## src/rtl/isa_pkg.sv

```systemverilog
// Shared ISA definitions for the 10-bit machine: widths, opcodes and fetch FSM encoding.
// Imported by the fetch stage, its queue and the downstream decoder.
package isa_pkg;

    localparam int INSTR_W  = 10;
    localparam int OPCODE_W = 4;

    localparam logic [OPCODE_W-1:0] OP_HALT = 4'b0000;
    localparam logic [OPCODE_W-1:0] OP_BEQ  = 4'b1000;
    localparam logic [OPCODE_W-1:0] OP_JUMP = 4'b1001;
    localparam logic [OPCODE_W-1:0] OP_BNE  = 4'b1100;

    typedef enum logic [1:0] {
        FS_RUN       = 2'd0,
        FS_HALT_PEND = 2'd1,
        FS_HALTED    = 2'd2
    } fetch_state_e;

    function automatic logic [OPCODE_W-1:0] opcode_of(input logic [INSTR_W-1:0] instr);
        return instr[INSTR_W-1 -: OPCODE_W];
    endfunction

    function automatic logic is_halt(input logic [INSTR_W-1:0] instr);
        return opcode_of(instr) == OP_HALT;
    endfunction

endpackage

```

## src/rtl/fetch_unit_if.sv

```systemverilog
// Fetch-stage bus: instruction memory read port, downstream instruction stream and redirect.
// master = fetch unit, slave = memory/decoder/execute side.
interface fetch_unit_if #(
    parameter int PC_W    = 8,
    parameter int INSTR_W = isa_pkg::INSTR_W
);
    logic               imem_en;
    logic [PC_W-1:0]    imem_addr;
    logic [INSTR_W-1:0] imem_rdata;
    logic [INSTR_W-1:0] out_instr;
    logic [PC_W-1:0]    out_pc;
    logic               out_valid;
    logic               out_ready;
    logic               redirect;
    logic [PC_W-1:0]    redirect_pc;
    logic               halted;

    modport master (
        output imem_en, imem_addr, out_instr, out_pc, out_valid, halted,
        input  imem_rdata, out_ready, redirect, redirect_pc
    );

    modport slave (
        input  imem_en, imem_addr, out_instr, out_pc, out_valid, halted,
        output imem_rdata, out_ready, redirect, redirect_pc
    );
endinterface

```

## src/rtl/fetch_queue.sv

```systemverilog
// Two-entry {pc, instr} FIFO with flush; slot 0 is the registered head seen downstream.
// Simultaneous push and pop keep the count unchanged.
module fetch_queue #(
    parameter int PC_W    = 8,
    parameter int INSTR_W = isa_pkg::INSTR_W
) (
    input  logic               clk,
    input  logic               rst,
    input  logic               push_i,
    input  logic [PC_W-1:0]    push_pc_i,
    input  logic [INSTR_W-1:0] push_instr_i,
    input  logic               pop_i,
    input  logic               flush_i,
    output logic [1:0]         count_o,
    output logic               head_valid_o,
    output logic [PC_W-1:0]    head_pc_o,
    output logic [INSTR_W-1:0] head_instr_o
);
    logic [1:0]         count_q, count_d, keep;
    logic [PC_W-1:0]    pc0_q, pc0_d, pc1_q, pc1_d;
    logic [INSTR_W-1:0] ins0_q, ins0_d, ins1_q, ins1_d;

    always_comb begin
        count_d = count_q;
        pc0_d   = pc0_q;
        ins0_d  = ins0_q;
        pc1_d   = pc1_q;
        ins1_d  = ins1_q;
        keep    = count_q - {1'b0, pop_i};
        if (flush_i) begin
            count_d = 2'd0;
        end else begin
            if (pop_i) begin
                pc0_d  = pc1_q;
                ins0_d = ins1_q;
            end
            // After a pop the write lands in the first free slot of the shifted queue.
            if (push_i) begin
                if (keep == 2'd0) begin
                    pc0_d  = push_pc_i;
                    ins0_d = push_instr_i;
                end else begin
                    pc1_d  = push_pc_i;
                    ins1_d = push_instr_i;
                end
            end
            count_d = keep + {1'b0, push_i};
        end
    end

    always_ff @(posedge clk or posedge rst) begin
        if (rst) begin
            count_q <= 2'd0;
            pc0_q   <= '0;
            ins0_q  <= '0;
        end else begin
            count_q <= count_d;
            pc0_q   <= pc0_d;
            ins0_q  <= ins0_d;
        end
    end

    always_ff @(posedge clk) begin
        pc1_q  <= pc1_d;
        ins1_q <= ins1_d;
    end

    assign count_o      = count_q;
    assign head_valid_o = (count_q != 2'd0);
    assign head_pc_o    = pc0_q;
    assign head_instr_o = ins0_q;

    overflow_a: assert property (@(posedge clk) disable iff (rst)
        !(push_i && !pop_i && !flush_i && count_q == 2'd2));

endmodule

```

## src/rtl/fetch_unit.sv

```systemverilog
// Instruction fetch stage: PC, single outstanding imem read, HALT/redirect FSM and a
// two-entry output queue feeding the opcode decoder.
module fetch_unit #(
    parameter int              PC_W     = 8,
    parameter int              INSTR_W  = isa_pkg::INSTR_W,
    parameter logic [PC_W-1:0] RESET_PC = '0
) (
    input  logic          clk,
    input  logic          rst,
    fetch_unit_if.master  bus
);
    import isa_pkg::*;

    fetch_state_e       state_q;
    logic [PC_W-1:0]    pc_q;
    logic [PC_W-1:0]    fetch_pc_q;
    logic               inflight_q;
    logic               halted_q;

    logic [1:0]         q_count;
    logic               q_valid;
    logic [PC_W-1:0]    q_pc;
    logic [INSTR_W-1:0] q_instr;

    logic               out_valid;
    logic               redirect_act;
    logic               pop;
    logic               push;
    logic               flush;
    logic               issue;
    logic [2:0]         occupancy;

    // A redirect hides the head for its cycle so nothing on the wrong path is accepted.
    always_comb begin
        redirect_act = bus.redirect && (state_q != FS_HALTED);
        out_valid    = q_valid && !bus.redirect;
        pop          = out_valid && bus.out_ready;
        push         = inflight_q && !bus.redirect && (state_q == FS_RUN);
        flush        = redirect_act || (pop && is_halt(q_instr));
        occupancy    = {1'b0, q_count} + {2'b0, inflight_q} - {2'b0, pop};
        issue        = !rst && (state_q == FS_RUN) && !bus.redirect && (occupancy < 3'd2);
    end

    always_ff @(posedge clk or posedge rst) begin
        if (rst) begin
            state_q    <= FS_RUN;
            pc_q       <= RESET_PC;
            inflight_q <= 1'b0;
            halted_q   <= 1'b0;
        end else begin
            inflight_q <= issue;
            if (issue) begin
                pc_q <= pc_q + 1'b1;
            end
            if (redirect_act) begin
                pc_q    <= bus.redirect_pc;
                state_q <= FS_RUN;
            end else if (pop && is_halt(q_instr)) begin
                state_q  <= FS_HALTED;
                halted_q <= 1'b1;
            end else if (push && is_halt(bus.imem_rdata)) begin
                state_q <= FS_HALT_PEND;
            end
        end
    end

    // Address of the word currently in flight, paired with the data when it returns.
    always_ff @(posedge clk) begin
        if (issue) begin
            fetch_pc_q <= pc_q;
        end
    end

    fetch_queue #(
        .PC_W    (PC_W),
        .INSTR_W (INSTR_W)
    ) u_queue (
        .clk          (clk),
        .rst          (rst),
        .push_i       (push),
        .push_pc_i    (fetch_pc_q),
        .push_instr_i (bus.imem_rdata),
        .pop_i        (pop),
        .flush_i      (flush),
        .count_o      (q_count),
        .head_valid_o (q_valid),
        .head_pc_o    (q_pc),
        .head_instr_o (q_instr)
    );

    assign bus.imem_en   = issue;
    assign bus.imem_addr = pc_q;
    assign bus.out_instr = q_instr;
    assign bus.out_pc    = q_pc;
    assign bus.out_valid = out_valid;
    assign bus.halted    = halted_q;

endmodule

```

## src/flat_wrapper.sv

```systemverilog
// flat-port wrapper written by rule: the top's interface ports become plain ports
module fetch_unit_flat import isa_pkg::*;
#(
    parameter int              PC_W     = 8,
    parameter int              INSTR_W  = isa_pkg::INSTR_W,
    parameter logic [PC_W-1:0] RESET_PC = '0
)
  (clk, rst, bus_imem_en, bus_imem_addr, bus_out_instr, bus_out_pc, bus_out_valid, bus_halted, bus_imem_rdata, bus_out_ready, bus_redirect, bus_redirect_pc);
  fetch_unit_if #(.PC_W(PC_W), .INSTR_W(INSTR_W)) bus_i ();
  input  logic clk;
  input  logic rst;
  output wire logic [$bits(bus_i.imem_en)-1:0] bus_imem_en;
  output wire logic [$bits(bus_i.imem_addr)-1:0] bus_imem_addr;
  output wire logic [$bits(bus_i.out_instr)-1:0] bus_out_instr;
  output wire logic [$bits(bus_i.out_pc)-1:0] bus_out_pc;
  output wire logic [$bits(bus_i.out_valid)-1:0] bus_out_valid;
  output wire logic [$bits(bus_i.halted)-1:0] bus_halted;
  input wire logic [$bits(bus_i.imem_rdata)-1:0] bus_imem_rdata;
  input wire logic [$bits(bus_i.out_ready)-1:0] bus_out_ready;
  input wire logic [$bits(bus_i.redirect)-1:0] bus_redirect;
  input wire logic [$bits(bus_i.redirect_pc)-1:0] bus_redirect_pc;
  assign bus_imem_en = bus_i.imem_en;
  assign bus_imem_addr = bus_i.imem_addr;
  assign bus_out_instr = bus_i.out_instr;
  assign bus_out_pc = bus_i.out_pc;
  assign bus_out_valid = bus_i.out_valid;
  assign bus_halted = bus_i.halted;
  assign bus_i.imem_rdata = bus_imem_rdata;
  assign bus_i.out_ready = bus_out_ready;
  assign bus_i.redirect = bus_redirect;
  assign bus_i.redirect_pc = bus_redirect_pc;
  fetch_unit #(.PC_W(PC_W), .INSTR_W(INSTR_W), .RESET_PC(RESET_PC)) u_core (.clk(clk), .rst(rst), .bus(bus_i));
endmodule
```

## config.mk

```make
export PLATFORM = sky130hd
export DESIGN_NAME = fetch_unit_flat
export DESIGN_NICKNAME = d
export VERILOG_FILES = /design/src/rtl/isa_pkg.sv /design/src/rtl/fetch_unit_if.sv /design/src/rtl/fetch_queue.sv /design/src/rtl/fetch_unit.sv /design/src/flat_wrapper.sv
export SDC_FILE = /design/constraint.sdc
export NUM_CORES = 1
export LEC_CHECK = 0
export ABC_AREA = 1
export CORE_MARGIN = 3
export CORE_UTILIZATION = 34
export DETAILED_ROUTE_END_ITERATION = 16
export HOLD_SLACK_MARGIN = 0.1
export SETUP_SLACK_MARGIN = 0.1
export SYNTH_ARGS = -nofsm -noshare
export SYNTH_HDL_FRONTEND = slang
export SYNTH_HIERARCHICAL = 1
export SYNTH_SLANG_ARGS = --single-unit
```

## constraint.sdc

```tcl
create_clock -name clk -period 2.9 [get_ports clk]
set_input_delay 0.29 -clock clk [delete_from_list [all_inputs] [get_ports clk]]
set_output_delay 0.29 -clock clk [all_outputs]
set_load 0.005 [all_outputs]
```

==> impl_metrics.py, run 1 <==
metrics = {
    "setup_path": {
        "crit_path_cells": "inv_2 > nand2_1 > inv_2 > nor2_4 > nand2_1 > inv_1 > ha_4 > inv_2 > nand2_2 > fa_2 > nor3b_4 > nand2_2 > inv_2 > clkbuf_2",
        "worst_path_max_delay_cell": "sky130_fd_sc_hd__fa_2",
        "cp_data_arrival_time_ns": 2.37,
        "worst-setup-path-type": "reg2out",
        "regToRegEndpoint": "u_core/fetch_pc_q[6]",
        "crit_family": "adder cells",
        "critPathMaxFanout": 2,
        "rrSetupSlack_ns": 0.52,
        "reg2regPathDepth": 14,
        "worstPathBufferInverterCount": 6,
        "start_kind": "register",
        "cp-end-kind": "output pin",
        "timing.critical_path.required_ns": 2.61,
        "r2r-start": "u_core/u_queue/count_o[1]",
        "critical_path_cell_count": 14,
        "critPathMostFrequentCell": "sky130_fd_sc_hd__inv_2",
        "crit_start": "u_core/u_queue/count_o[1]",
        "max_stage_delay_ns": 0.51,
        "worstSetupEndpoint": "bus_imem_en",
    },
    "floorplanning": {
        "core-area_mm2": 0.00826,
        "core.rowCount": 33,
        "initial_utilization": 0.353,
        "floorplan.io_pins": 51,
        "height_of_the_die_um": 98.6,
        "floorplan.die_area_mm2": 0.00973,
        "fp.dieW_um": 98.6,
    },
    "drt": {
        "vias": 2461,
        "highest_signal_layer_in_the_routed_design": "met4",
        "wl_met2_mm": 3.34,
        "detail_route.first_pass.iterations": 4,
        "m1_wl_mm": 3.31,
        "drtAntennaViolNets": 0,
        "post_drt_via_cell_ratio": 4.75,
        "wire_length_reported_by_the_detailed_router_mm": 7.15,
        "met3_wirelength_um": 397,
        "drcViolationCount": 0,
        "drt-wirelength-per-cell_um": 13.8,
        "drtIter0Drc": 126,
    },
    "synthesis": {
        "compound_gate_fraction_of_synth_area": 0.0120,
        "ys_seq_elements": 58,
        "synthesis.nets": 373,
        "synth_top_family_by_area": "simple AND/OR/NAND/NOR gates",
        "post_synth_inst_count": 346,
        "yosys.area.top_type": "sky130_fd_sc_hd__dfrtp_1",
        "synth.area.top_cells": "sky130_fd_sc_hd__dfrtp_1, sky130_fd_sc_hd__edfxtp_1, sky130_fd_sc_hd__nand2_1",
        "synth_cell_type_count": 22,
        "synth-simple-area-share": 0.337,
        "synth.avg_cell_area_um2": 8.43,
        "synth_largest_type_area_fraction": 0.274,
        "yosysWarningCount": 6,
        "synth_mux_area_frac": 0,
        "synth_adder_area_share": 0.0240,
        "synth_sequential_area_ratio": 0.542,
        "yosys.area_share.xor_xnor": 0,
        "post_synth_instance_area_mm2": 0.00292,
    },
    "timing": {
        "report.final.slew_viol_count": 0,
        "final.setup.worst_slack_ns": 0.242,
        "rsz0062_at_grt": "no",
        "worst_relative_slew_slack": 0.430,
        "fin_crit_ns": 2.66,
        "max_clock_freq_mhz": 376,
        "worstMarginPinSlew_ns": 0.854,
        "layout_worst_path_cycle_share": 0.917,
        "count_of_endpoints_failing_setup_in_the_final_report": 0,
        "report.final.hold_viol_count": 0,
        "fin_worst_skew_ns": 0.00187,
    },
    "clocking": {
        "root_buffer": "sky130_fd_sc_hd__clkbuf_8",
        "cts_inserted_buffers": 9,
        "tritoncts": "yes",
        "cts.sink_count": 58,
        "clk_path_buf_depth": 2,
        "insertion_delay_ns": 0.33,
        "cts.reportedPaths.clkPinSlew_ns": 0.07,
        "cts-htree-levels": 3,
    },
    "placement": {
        "dp_hpwl_mm": 4.73,
        "placed_cells": 499,
        "port_buffers": 50,
        "placedInstanceArea_mm2": 0.00355,
        "gpl.final_weighted_congestion": 0.863,
        "detailedPlace.worstSlack_ns": -0.0807,
    },
    "grt": {
        "vias_in_the_first_global_route": 2338,
        "grt_pass1_wl_mm": 11.8,
        "antenna_violations_before_repair": 0,
        "gr-usage-all-layers": 0.153,
        "global_route_congestion_overflow_total": 0,
        "grt_max_degree": 22,
    },
    "layout": {
        "nNetsFinal": 435,
        "insertedDiodeCount": 0,
        "post_layout_nonfiller_instances": 518,
        "n_fill_cell": 833,
        "layout-drive-gt1-share": 0.126,
        "final_area_mm2": 0.00384,
        "synthToLayoutAreaGrowth_pct": 31.5,
    },
    "flow_run": {
        "max_cap_viol_count": 0,
    },
    "worst_hold_path": {
        "min_path_type": "in2async",
    },
    "pwr": {
        "power_density_mw_per_mm2": 909,
        "power.leakage_nw": 1.79,
        "vdd_ir_drop_max_mv": 0.297,
    },
    "outcome": {
        "status": "complete, no violations",
    },
}
[sequential cells by signal, indices dropped and copies added (netlist names)]
name and flops:
u_core/fetch_pc_q 8, u_core/bus.imem_addr 8, u_core/state_q 2, u_core/u_queue/pc1_q 8, u_core/u_queue/count_o 2, u_core/u_queue/head_instr_o 10, u_core/inflight_q 1, u_core/bus.halted 1
u_core/u_queue/ins1_q 10, u_core/u_queue/head_pc_o 8
[worst reg2reg max path: stages (launching register included)]
cell and delay (ns):
sky130_fd_sc_hd__dfrtp_1 0.37, sky130_fd_sc_hd__inv_2 0.05, sky130_fd_sc_hd__nand2_1 0.07, sky130_fd_sc_hd__inv_2 0.05
sky130_fd_sc_hd__nor2_4 0.08, sky130_fd_sc_hd__nand2_1 0.05, sky130_fd_sc_hd__inv_1 0.11, sky130_fd_sc_hd__ha_4 0.21
sky130_fd_sc_hd__inv_2 0.05, sky130_fd_sc_hd__nand2_2 0.04, sky130_fd_sc_hd__fa_2 0.51, sky130_fd_sc_hd__nor3b_4 0.18
sky130_fd_sc_hd__nand2_2 0.10, sky130_fd_sc_hd__inv_2 0.07, sky130_fd_sc_hd__buf_4 0.16
[stage by stage]
step                      setup TNS [ns]  power [W]  hold WS, ns   util
after CTS                              0    0.00347        0.364  0.459
final                                  0    0.00349        0.391  0.465
after floorplan                        0    0.00196        0.155      -
after global routing                   0    0.00375        0.436  0.465
after global placement           -0.0664    0.00252        0.434  0.430
after detailed placement         -0.0807    0.00254        0.436  0.430
[repair_timing]
item | 4_1_cts | 5_1_grt
hold buffers | 0 | 0
setup endpoints to repair | 1 | 1
resized for setup | 3 | 11
setup buffers | 0 | 3
hold endpoints to repair | 0 | 0
pin swaps | 0 | 1
[logic make-up (layout without fill, tap and decap cells)]
kind of cell,after synthesis,in the layout
DFF,58,58
adders and majority gates,5,5
AOI/OAI and AO/OA,7,7
buffers and inverters,55,122
and+or+nand+nor,221,221
[routing by layer]
layer	GRT usage	vias to the layer above
li1	-	1237
met1	0.208	1153
met2	0.232	62
met3	0.0389	9
met4	0.0641	0
met5	0	-
[power by group]
part	switching (W)	internal, W
clock	0.000346	0.000570
sequential	0.000208	0.00110
combinational	0.000631	0.000634
[worst min-delay path by stage]
stage / startpoint / endpoint
3_3_place_gp: u_core/fetch_pc_q[6] / u_core/u_queue/pc1_q[6]
2_1_floorplan: rst / u_core/bus.halted
5_1_grt: rst / u_core/bus.imem_addr[0]
3_5_place_dp: u_core/fetch_pc_q[7] / u_core/u_queue/pc1_q[7]
4_1_cts: rst / u_core/bus.imem_addr[0]
6_report: rst / u_core/state_q[0]
[final cells by class]
class | instances | area (um2) | area share
well taps | 105 | 131 | 0.0342
flip-flops and latches | 58 | 1580 | 0.412
inverters | 41 | 154 | 0.0401
clock buffers | 9 | 124 | 0.0323
repair buffers | 65 | 608 | 0.159
clock inverters | 7 | 116 | 0.0303
multi-input cells | 233 | 1120 | 0.292
[cell usage after synthesis (all sizes together)]
cell type and count:
nor3b 1, ha 4, inv 41, nor2 17, edfxtp 26, nand2 117
or2 5, a21oi 3, o21ai 4, buf 14, nand3b 2, nand3 79
fa 1, dfrtp 32
[layout by cell type (no fill, tap or decap), types with 6 or more instances in the layout]
| master | n |
|---|---|
| sky130_fd_sc_hd__buf_4 | 15 |
| sky130_fd_sc_hd__clkbuf_8 | 9 |
| sky130_fd_sc_hd__clkdlybuf4s50_1 | 49 |
| sky130_fd_sc_hd__dfrtp_1 | 32 |
| sky130_fd_sc_hd__edfxtp_1 | 26 |
| sky130_fd_sc_hd__inv_1 | 35 |
| sky130_fd_sc_hd__inv_2 | 6 |
| sky130_fd_sc_hd__nand2_1 | 112 |
| sky130_fd_sc_hd__nand3_1 | 78 |
| sky130_fd_sc_hd__nor2_1 | 15 |
Note: power is estimated with default switching activity, not from simulation.
==> inputs of run 2 (changes only) <==
- ABC_CLOCK_PERIOD_IN_PS: default -> 2900
- CTS_CLUSTER_SIZE: default -> 14
==> results of run 2 <==
Final layout, timing and power as in run 1 (identical DEF).
==> inputs of run 3 (changes only) <==
- RECOVER_POWER: default -> 25
==> run 3 against run 2 <==
  * Non-clock buffer count is the same
  * Fmax about the same
  * Total power about the same
  * Clock power hardly changed
  * Critical path type unchanged
==> impl_metrics.py, run 3 (synthesis gave the netlist of run 1 again) <==
metrics = {
    "clocking": {
        "holdBufCountCts": 0,
        "root_buffer": "sky130_fd_sc_hd__clkbuf_8",
        "tritoncts": "yes",
        "clk_path_buf_depth": 2,
        "cts-htree-levels": 3,
        "insertion_delay_ns": 0.34,
        "cts_inserted_buffers": 9,
        "cts.reportedPaths.clkPinSlew_ns": 0.07,
        "cts.sink_count": 58,
    },
    "drt": {
        "post_drt_via_cell_ratio": 4.74,
        "vias": 2460,
        "drcViolationCount": 0,
        "drtIter0Drc": 127,
        "drtAntennaViolNets": 0,
        "drt-wirelength-per-cell_um": 13.7,
        "wire_length_reported_by_the_detailed_router_mm": 7.13,
        "detail_route.first_pass.iterations": 4,
    },
    "setup_path": {
        "critPathMaxFanout": 2,
        "crit_path_cells": "inv_2 > nand2_1 > inv_2 > nor2_4 > nand2_1 > inv_1 > ha_4 > inv_2 > nand2_2 > fa_2 > nor3b_4 > nand2_2 > inv_2 > clkbuf_2",
        "start_kind": "register",
        "max_stage_delay_ns": 0.51,
        "worst_path_max_delay_cell": "sky130_fd_sc_hd__fa_2",
        "worst-setup-path-type": "reg2out",
        "critPathMostFrequentCell": "sky130_fd_sc_hd__inv_2",
        "timing.critical_path.required_ns": 2.61,
        "cp_data_arrival_time_ns": 2.37,
        "cp-end-kind": "output pin",
    },
    "pwr": {
        "vdd_ir_drop_max_mv": 0.297,
        "share_clk_of_total_power": 0.263,
        "power_density_mw_per_mm2": 907,
        "power.sequential.fraction": 0.375,
        "p_int_w": 0.00230,
        "switching_share_of_power": 0.340,
        "net_switching_power_of_the_design_w": 0.00118,
        "power.leakage_nw": 1.79,
        "pwr-share-comb": 0.362,
    },
    "floorplanning": {
        "core.rowCount": 33,
        "height_of_the_die_um": 98.6,
        "core-area_mm2": 0.00826,
        "initial_utilization": 0.353,
        "fp.dieW_um": 98.6,
        "floorplan.io_pins": 51,
        "floorplan.die_area_mm2": 0.00973,
    },
    "timing": {
        "setup-tns-final_ns": 0,
        "report.final.hold_viol_count": 0,
        "layout_worst_path_cycle_share": 0.916,
        "report.final.slew_viol_count": 0,
        "fin_crit_ns": 2.66,
        "worst_relative_slew_slack": 0.431,
        "worstMarginPinSlew_ns": 0.853,
        "count_of_endpoints_failing_setup_in_the_final_report": 0,
        "max_clock_freq_mhz": 376,
        "rsz0062_at_grt": "no",
        "fin_worst_skew_ns": 0.00238,
    },
    "grt": {
        "gr-usage-all-layers": 0.153,
        "antenna_violations_before_repair": 1,
        "global_route_congestion_overflow_total": 0,
        "grt_max_degree": 22,
        "vias_in_the_first_global_route": 2338,
        "grt_pass1_wl_mm": 11.8,
    },
    "outcome": {
        "status": "complete, no violations",
    },
    "layout": {
        "nNetsFinal": 435,
        "final_area_mm2": 0.00384,
        "n_fill_cell": 832,
        "layout-drive-gt1-share": 0.126,
        "mostFrequentLayoutCell": "sky130_fd_sc_hd__nand2_1",
        "post_layout_nonfiller_instances": 519,
        "layout_common_cells": "sky130_fd_sc_hd__nand2_1, sky130_fd_sc_hd__nand3_1, sky130_fd_sc_hd__clkdlybuf4s50_1",
        "synthToLayoutAreaGrowth_pct": 31.6,
    },
    "placement": {
        "port_buffers": 50,
        "placed_cells": 499,
        "placedInstanceArea_mm2": 0.00355,
        "dp_hpwl_mm": 4.73,
        "gpl.final_weighted_congestion": 0.863,
    },
    "worst_hold_path": {
        "min_path_type": "reg2reg",
    },
    "flow_run": {
        "max_cap_viol_count": 0,
    },
}
-- run 3: final timing paths --
kind,to,start,cells past startpoint,slack [ns]
hold reg to reg,u_core/u_queue/pc1_q[7],u_core/fetch_pc_q[7],0,0.45
setup / recovery,bus_imem_en,u_core/u_queue/count_o[1],14,0.24
hold / removal,u_core/u_queue/pc1_q[7],u_core/fetch_pc_q[7],0,0.45
max in group asynchronous,u_core/u_queue/head_pc_o[0],rst,2,1.70
min in group asynchronous,u_core/state_q[0],rst,2,0.50
setup reg to reg,u_core/fetch_pc_q[6],u_core/u_queue/count_o[1],14,0.52
-- run 3: power by group through the flow --
stage | registers (W) | logic (W) | clock network, W
2_1_floorplan | 0.00128 | 0.000680 | 0
3_3_place_gp | 0.00132 | 0.00120 | 0
3_5_place_dp | 0.00132 | 0.00123 | 0
4_1_cts | 0.00130 | 0.00123 | 0.000937
5_1_grt | 0.00134 | 0.00143 | 0.000970
6_report | 0.00130 | 0.00126 | 0.000917
-- run 3: what timing repair did --
action,4_1_cts,5_1_grt
setup endpoints to repair,1,1
buffers inserted,0,3
pin swaps,0,1
resized for setup,3,11
-- run 3: layer usage --
layer	global-route usage	wire length, um	vias to the layer above
li1	-	-	1238
met1	0.208	3320	1147
met2	0.232	3300	62
met3	0.0389	392	11
met4	0.0641	107	2
met5	0	13	-
-- run 3: area by class of cell --
cell class | count | area [um2] | area share
diodes | 1 | 2.50 | 0.000652
clock buffers | 9 | 124 | 0.0323
clock inverters | 7 | 116 | 0.0303
inverters | 41 | 154 | 0.0401
multi-input cells | 233 | 1120 | 0.292
flip-flops and latches | 58 | 1580 | 0.412
well taps | 105 | 131 | 0.0342
repair buffers | 65 | 608 | 0.158
-- run 3: stage by stage --
step | util | worst slack [ns] | total power, W | hold WS [ns]
after floorplan | - | 0.205 | 0.00196 | 0.155
after global placement | 0.430 | -0.0664 | 0.00252 | 0.434
after detailed placement | 0.430 | -0.0807 | 0.00254 | 0.436
after CTS | 0.459 | 0.111 | 0.00347 | 0.364
after global routing | 0.465 | 0.0806 | 0.00374 | 0.459
final | 0.465 | 0.242 | 0.00348 | 0.450
-- run 3: critical path, delay by kind of cell (launching register included) --
family | cells | cell delay, ns
fa+ha+maj | 2 | 0.72
buf+inv | 6 | 0.44
flops | 1 | 0.37
simple gates | 6 | 0.51
==> patch 1: new RTL, settings of run 1 <==
The package constant `INSTR_W` goes from 10 to 11.
--- a/src/rtl/isa_pkg.sv
+++ b/src/rtl/isa_pkg.sv
@@ -2,7 +2,7 @@
 // Imported by the fetch stage, its queue and the downstream decoder.
 package isa_pkg;
 
-    localparam int INSTR_W  = 10;
+    localparam int INSTR_W  = 11;
     localparam int OPCODE_W = 4;
 
     localparam logic [OPCODE_W-1:0] OP_HALT = 4'b0000;
Interface: changed (resized bus_imem_rdata and bus_out_instr); port bits go from 51 to 53. The function was not compared with the original's and may differ.
==> patch 1 against run 1 <==
Routed wire length is 5.8% higher. Design area rose by 3.8%. Setup slack improved by 0.033 ns. Sequential cell count up 2. Total power down 1.1%. Clock skew up 0.015 ns. Combinational power grew 9%. Area after synthesis up 9.2%. Critical endpoint unchanged. Largest power group is now combinational cells. Highest routed layer unchanged.
==> patch 1: results <==
synth:
  synth_edf_count: 27
  ys_seq_area_share_pct: 51.37
  async_flop_share_pct: 55.00
  netlist_top_cells_area: "dfrtp_1, edfxtp_1, nand2_1"
  synth_nets: 385
  netlist_top_cells_count: "nand2_1, nand3_1, inv_1, dfrtp_1, edfxtp_1"
  ys_types: 28
  yosysWarnings: 6
cts:
  clkLatencyLatePin_ns: 0.34
  htreeDepth: 3
  clockRootBuffer: "clkbuf_8"
  cts.clk_slew.worst_paths_ns: 0.07
  cts_made_buffers: 9
global_routing:
  grt_pass1_wl_um: 12610
  grt_usage_pct: 15.67
  grt_pass1_vias: 2573
  antenna_found_initial: 0
  grt_max_degree: 23
critical_path:
  crit_end: "bus_imem_en"
  r2r_setup_slack_ns: 0.50
  worstPathArrival_ns: 2.33
  crit_fanout: 2
  worstReg2RegEnd: "u_core/fetch_pc_q[5]$_DFFE_PP_"
  crit_start: "u_core/u_queue/count_o[1]$_DFF_PP0_"
  r2r_cells: 14
final_layout:
  drive_above_1_share_pct: 15.88
  final_nets: 445
  n_antenna_cell: 0
  fin_util_pct: 44.78
  nFillCells: 862
pwr:
  total_leakage_power_nw: 1.848
  switching_power_mw: 1.247
  ir_drop_v: 0.0003840
worst_hold_path:
  min-delay-path-class: "in2async"
placed_design:
  gp_congestion: 0.8539
  io_buffer_count: 52
  pre_cts_ws_ns: -0.05236
  dpl.hpwl_um: 5033
  placed_cell_area_um2: 3765
route:
  route.antenna.remaining_nets: 0
  drt-initial-drc-count: 99
  firstDrtPassIters: 4
  wl_per_cell_um: 14.27
  viasPerCell: 4.847
run_status:
  status: "complete, no violations"
timing:
  final.period_utilization_pct: 90.51
  worst_pin_slew_ns: 0.8892
  finClkSkew_ns: 0.01638
[patch 1: metal layers]
metal	global-route usage [%]	share of wire [%]
met5	0	0
met1	21.11	47
met4	5.179	1.5
met3	4.398	5.0
met2	24.48	47
[patch 1: area by class of cell]
class,count,area share [%]
clock inverters,5,1.320
repair buffers,64,15.37
flip-flops and latches,60,41.11
well taps,108,3.394
clock buffers,11,3.300
inverters,42,3.960
multi-input cells,240,31.55
[patch 1: timing repair]
| action | 4_1_cts | 5_1_grt |
|---|---|---|
| pin swaps | 0 | 4 |
| gates cloned | 0 | 0 |
| gates resized for setup | 2 | 9 |
| setup buffers | 0 | 1 |
| endpoints found under the setup margin | 1 | 1 |
[patch 1: how the worst min path moves through the flow]
stage / from / endpoint / slack [ns] / cells after the start
after detailed placement: u_core/fetch_pc_q[5]$_DFFE_PP_ / u_core/u_queue/pc1_q[5]$_DFFE_PP_ / 0.43 / 0
final: rst / u_core/bus.imem_addr[2]$_DFFE_PP0P_ / 0.39 / 2
after global routing: rst / u_core/bus.imem_addr[2]$_DFFE_PP0P_ / 0.42 / 2
after global placement: u_core/fetch_pc_q[3]$_DFFE_PP_ / u_core/u_queue/pc1_q[3]$_DFFE_PP_ / 0.43 / 0
after floorplan: rst / u_core/bus.halted$_DFFE_PP0P_ / 0.15 / 1
after CTS: rst / u_core/bus.imem_addr[2]$_DFFE_PP0P_ / 0.36 / 2
[patch 1: power by group through the flow]
stage | sequential, mW | clock [mW] | combinational (mW)
final | 1.35 | 0.722 | 1.38
after global routing | 1.39 | 0.783 | 1.55
after floorplan | 1.33 | 0 | 0.842
after global placement | 1.36 | 0 | 1.33
after detailed placement | 1.37 | 0 | 1.36
after CTS | 1.35 | 0.741 | 1.36
[patch 1: worst max-delay path, stage by stage, from the launching register on]
cell and delay (ns):
dfrtp_1 0.36, inv_2 0.06, nand2_1 0.05, inv_1 0.04
nor2_2 0.11, nand2_1 0.07, inv_2 0.07, ha_4 0.19
inv_2 0.05, nand2_2 0.04, fa_1 0.52, nor3b_4 0.19
nand2_2 0.09, inv_2 0.07, buf_6 0.09
[patch 1: logic make-up (layout without fill, tap and decap cells)]
kind of cell / Yosys count / in the layout / share of synthesized area (%)
buf+inv: 57 / 122 / 9.937
flops: 60 / 60 / 51.37
compound gates: 7 / 7 / 1.100
fa+ha+maj: 5 / 5 / 2.200
simple gates: 228 / 228 / 35.39
[patch 1: through the flow]
step	TNS, ns	std cells	hold slack [ns]
after floorplan	0	357	0.1547
after global placement	-0.03470	513	0.4304
after detailed placement	-0.05236	513	0.4321
after CTS	0	529	0.3621
after global routing	0	530	0.4206
final	0	530	0.3922
==> patch 2: new RTL, settings of run 1 <==
Without the edit above. Make the reset (`rst`) synchronous in 2 clocked blocks.
--- a/src/rtl/fetch_queue.sv
+++ b/src/rtl/fetch_queue.sv
@@ -48,7 +48,7 @@
         end
     end
 
-    always_ff @(posedge clk or posedge rst) begin
+    always_ff @(posedge clk) begin
         if (rst) begin
             count_q <= 2'd0;
             pc0_q   <= '0;
--- a/src/rtl/fetch_unit.sv
+++ b/src/rtl/fetch_unit.sv
@@ -41,7 +41,7 @@
         issue        = !rst && (state_q == FS_RUN) && !bus.redirect && (occupancy < 3'd2);
     end
 
-    always_ff @(posedge clk or posedge rst) begin
+    always_ff @(posedge clk) begin
         if (rst) begin
             state_q    <= FS_RUN;
             pc_q       <= RESET_PC;
Check against the original RTL: differs if rst is asserted again (counterexample within 4 cycles, from zero or initial values and one cycle with rst high); with rst held inactive, the same outputs for 10 cycles.
==> patch 2 against run 1 <==
Non-clock buffer count unchanged. Routed wire length is 11% lower. Fmax is 0.95% lower. Sequential cell count stayed put. Design area down 4.8%. Sequential share of layout area is 2.2 points lower. Utilization up 0.086 points. Setup slack got worse by 0.025 ns. Clock skew grew 0.0056 ns. Area after synthesis fell by 4.8%. Global-route usage decreased by 0.35 points. Critical endpoint unchanged. Largest cell class unchanged.
Power is not compared: it rests on default switching activity, and its combinational part moved more than twofold at a synthesized area within 25%.
==> patch 2: results <==
run_status:
  status: "complete, no violations"
worst_hold_path:
  hp-start: "u_core/fetch_pc_q[1]$_DFFE_PP_"
  min-delay-path-class: "reg2reg"
  holdPathEnd: "u_core/u_queue/pc1_q[1]$_DFFE_PP_"
synth:
  async_flop_share_pct: 0
  syn-instance-count: 342
  netlist_top_cells_count: "nand2_1, nand3_1, inv_1, dfxtp_1, edfxtp_1"
  synth-compound-area-share_pct: 4.144
  ys_seq_area_share_pct: 51.17
  synthAdderAreaFrac_pct: 2.523
  synth_ff_type: "dfxtp_1"
  ys_types: 30
  synth-xor-area-share_pct: 0.3153
  synth_nets: 369
  netlist_top_cells_area: "edfxtp_1, dfxtp_1, nand2_1"
pwr:
  combPwrFrac_pct: 11.2
  switching_power_uw: 439.8
  total_power_mw: 1.902
placed_design:
  placed_cell_area_um2: 3423
  dpl.hpwl_um: 4446
  pre_cts_ws_ns: -0.1723
  place_inst: 496
  gp_congestion: 0.7622
critical_path:
  r2r_cells: 16
  worstReg2RegEnd: "u_core/bus.imem_addr[5]$_SDFFE_PP0P_"
  crit_fanout: 3
  slowest_stage: "fa_1"
  r2r_setup_slack_ns: 0.44
  worstPathArrival_ns: 2.39
  crit_start: "u_core/u_queue/count_o[1]$_SDFF_PP0_"
route:
  wl_per_cell_um: 12.42
  drt-initial-drc-count: 115
  firstDrtPassIters: 4
  viasPerCell: 4.625
cts:
  htreeDepth: 3
  clockBufferDepth: 2
  cts.sinks: 58
  clkLatencyLatePin_ns: 0.33
timing:
  holdWs_ns: 0.4474
  setup_viol: 0
  finClkSkew_ns: 0.007516
  worst_pin_slew_ns: 0.8125
  final.period_utilization_pct: 92.53
final_layout:
  multi_input_area_share_pct: 30.56
  final_nets: 434
  multiInputCombCellCount: 228
  inv_count: 45
  drive_above_1_share_pct: 12.38
  clockNetworkAreaShare_pct: 5.687
  stdcell_count: 514
  nonClkBufAreaFrac_pct: 16.65
  nFillCells: 795
  seq_share_pct: 38.99
  register_area_um2: 1424
  nClkBuffers: 14
global_routing:
  grt_usage_pct: 14.94
  grt_pass1_vias: 2251
  grt_max_degree: 21
  grt_pass1_wl_um: 10700
-- patch 2: cell types whose count changed after synthesis, moves of 4 or more --
| cell | delta |
|---|---|
| dfrtp_1 | -32 |
| dfxtp_1 | +32 |
| nand2_1 | -16 |
| nand3_1 | -10 |
| a21oi_1 | +5 |
| nor2_2 | +5 |
| buf_2 | -4 |
-- patch 2: routing by layer --
metal | wire, um | up-vias | global-route usage [%]
li1 | - | 1241 | -
met1 | 3015 | 1072 | 19.53
met5 | 0 | - | 0
met4 | 76 | 0 | 6.659
met2 | 3006 | 58 | 24.09
met3 | 283 | 6 | 2.711
-- patch 2: timing repair --
item | 4_1_cts | 5_1_grt
pin swaps | 0 | 2
endpoints found under the setup margin | 1 | 1
resized for setup | 5 | 4
buffers inserted | 0 | 2
-- patch 2: worst max-delay path: cells and delay by family (launching register included) --
kind          cells  cell delay (ns)
fa+ha+maj         2             0.71
simple gates      6             0.63
buf+inv           6             0.40
flops             1             0.32
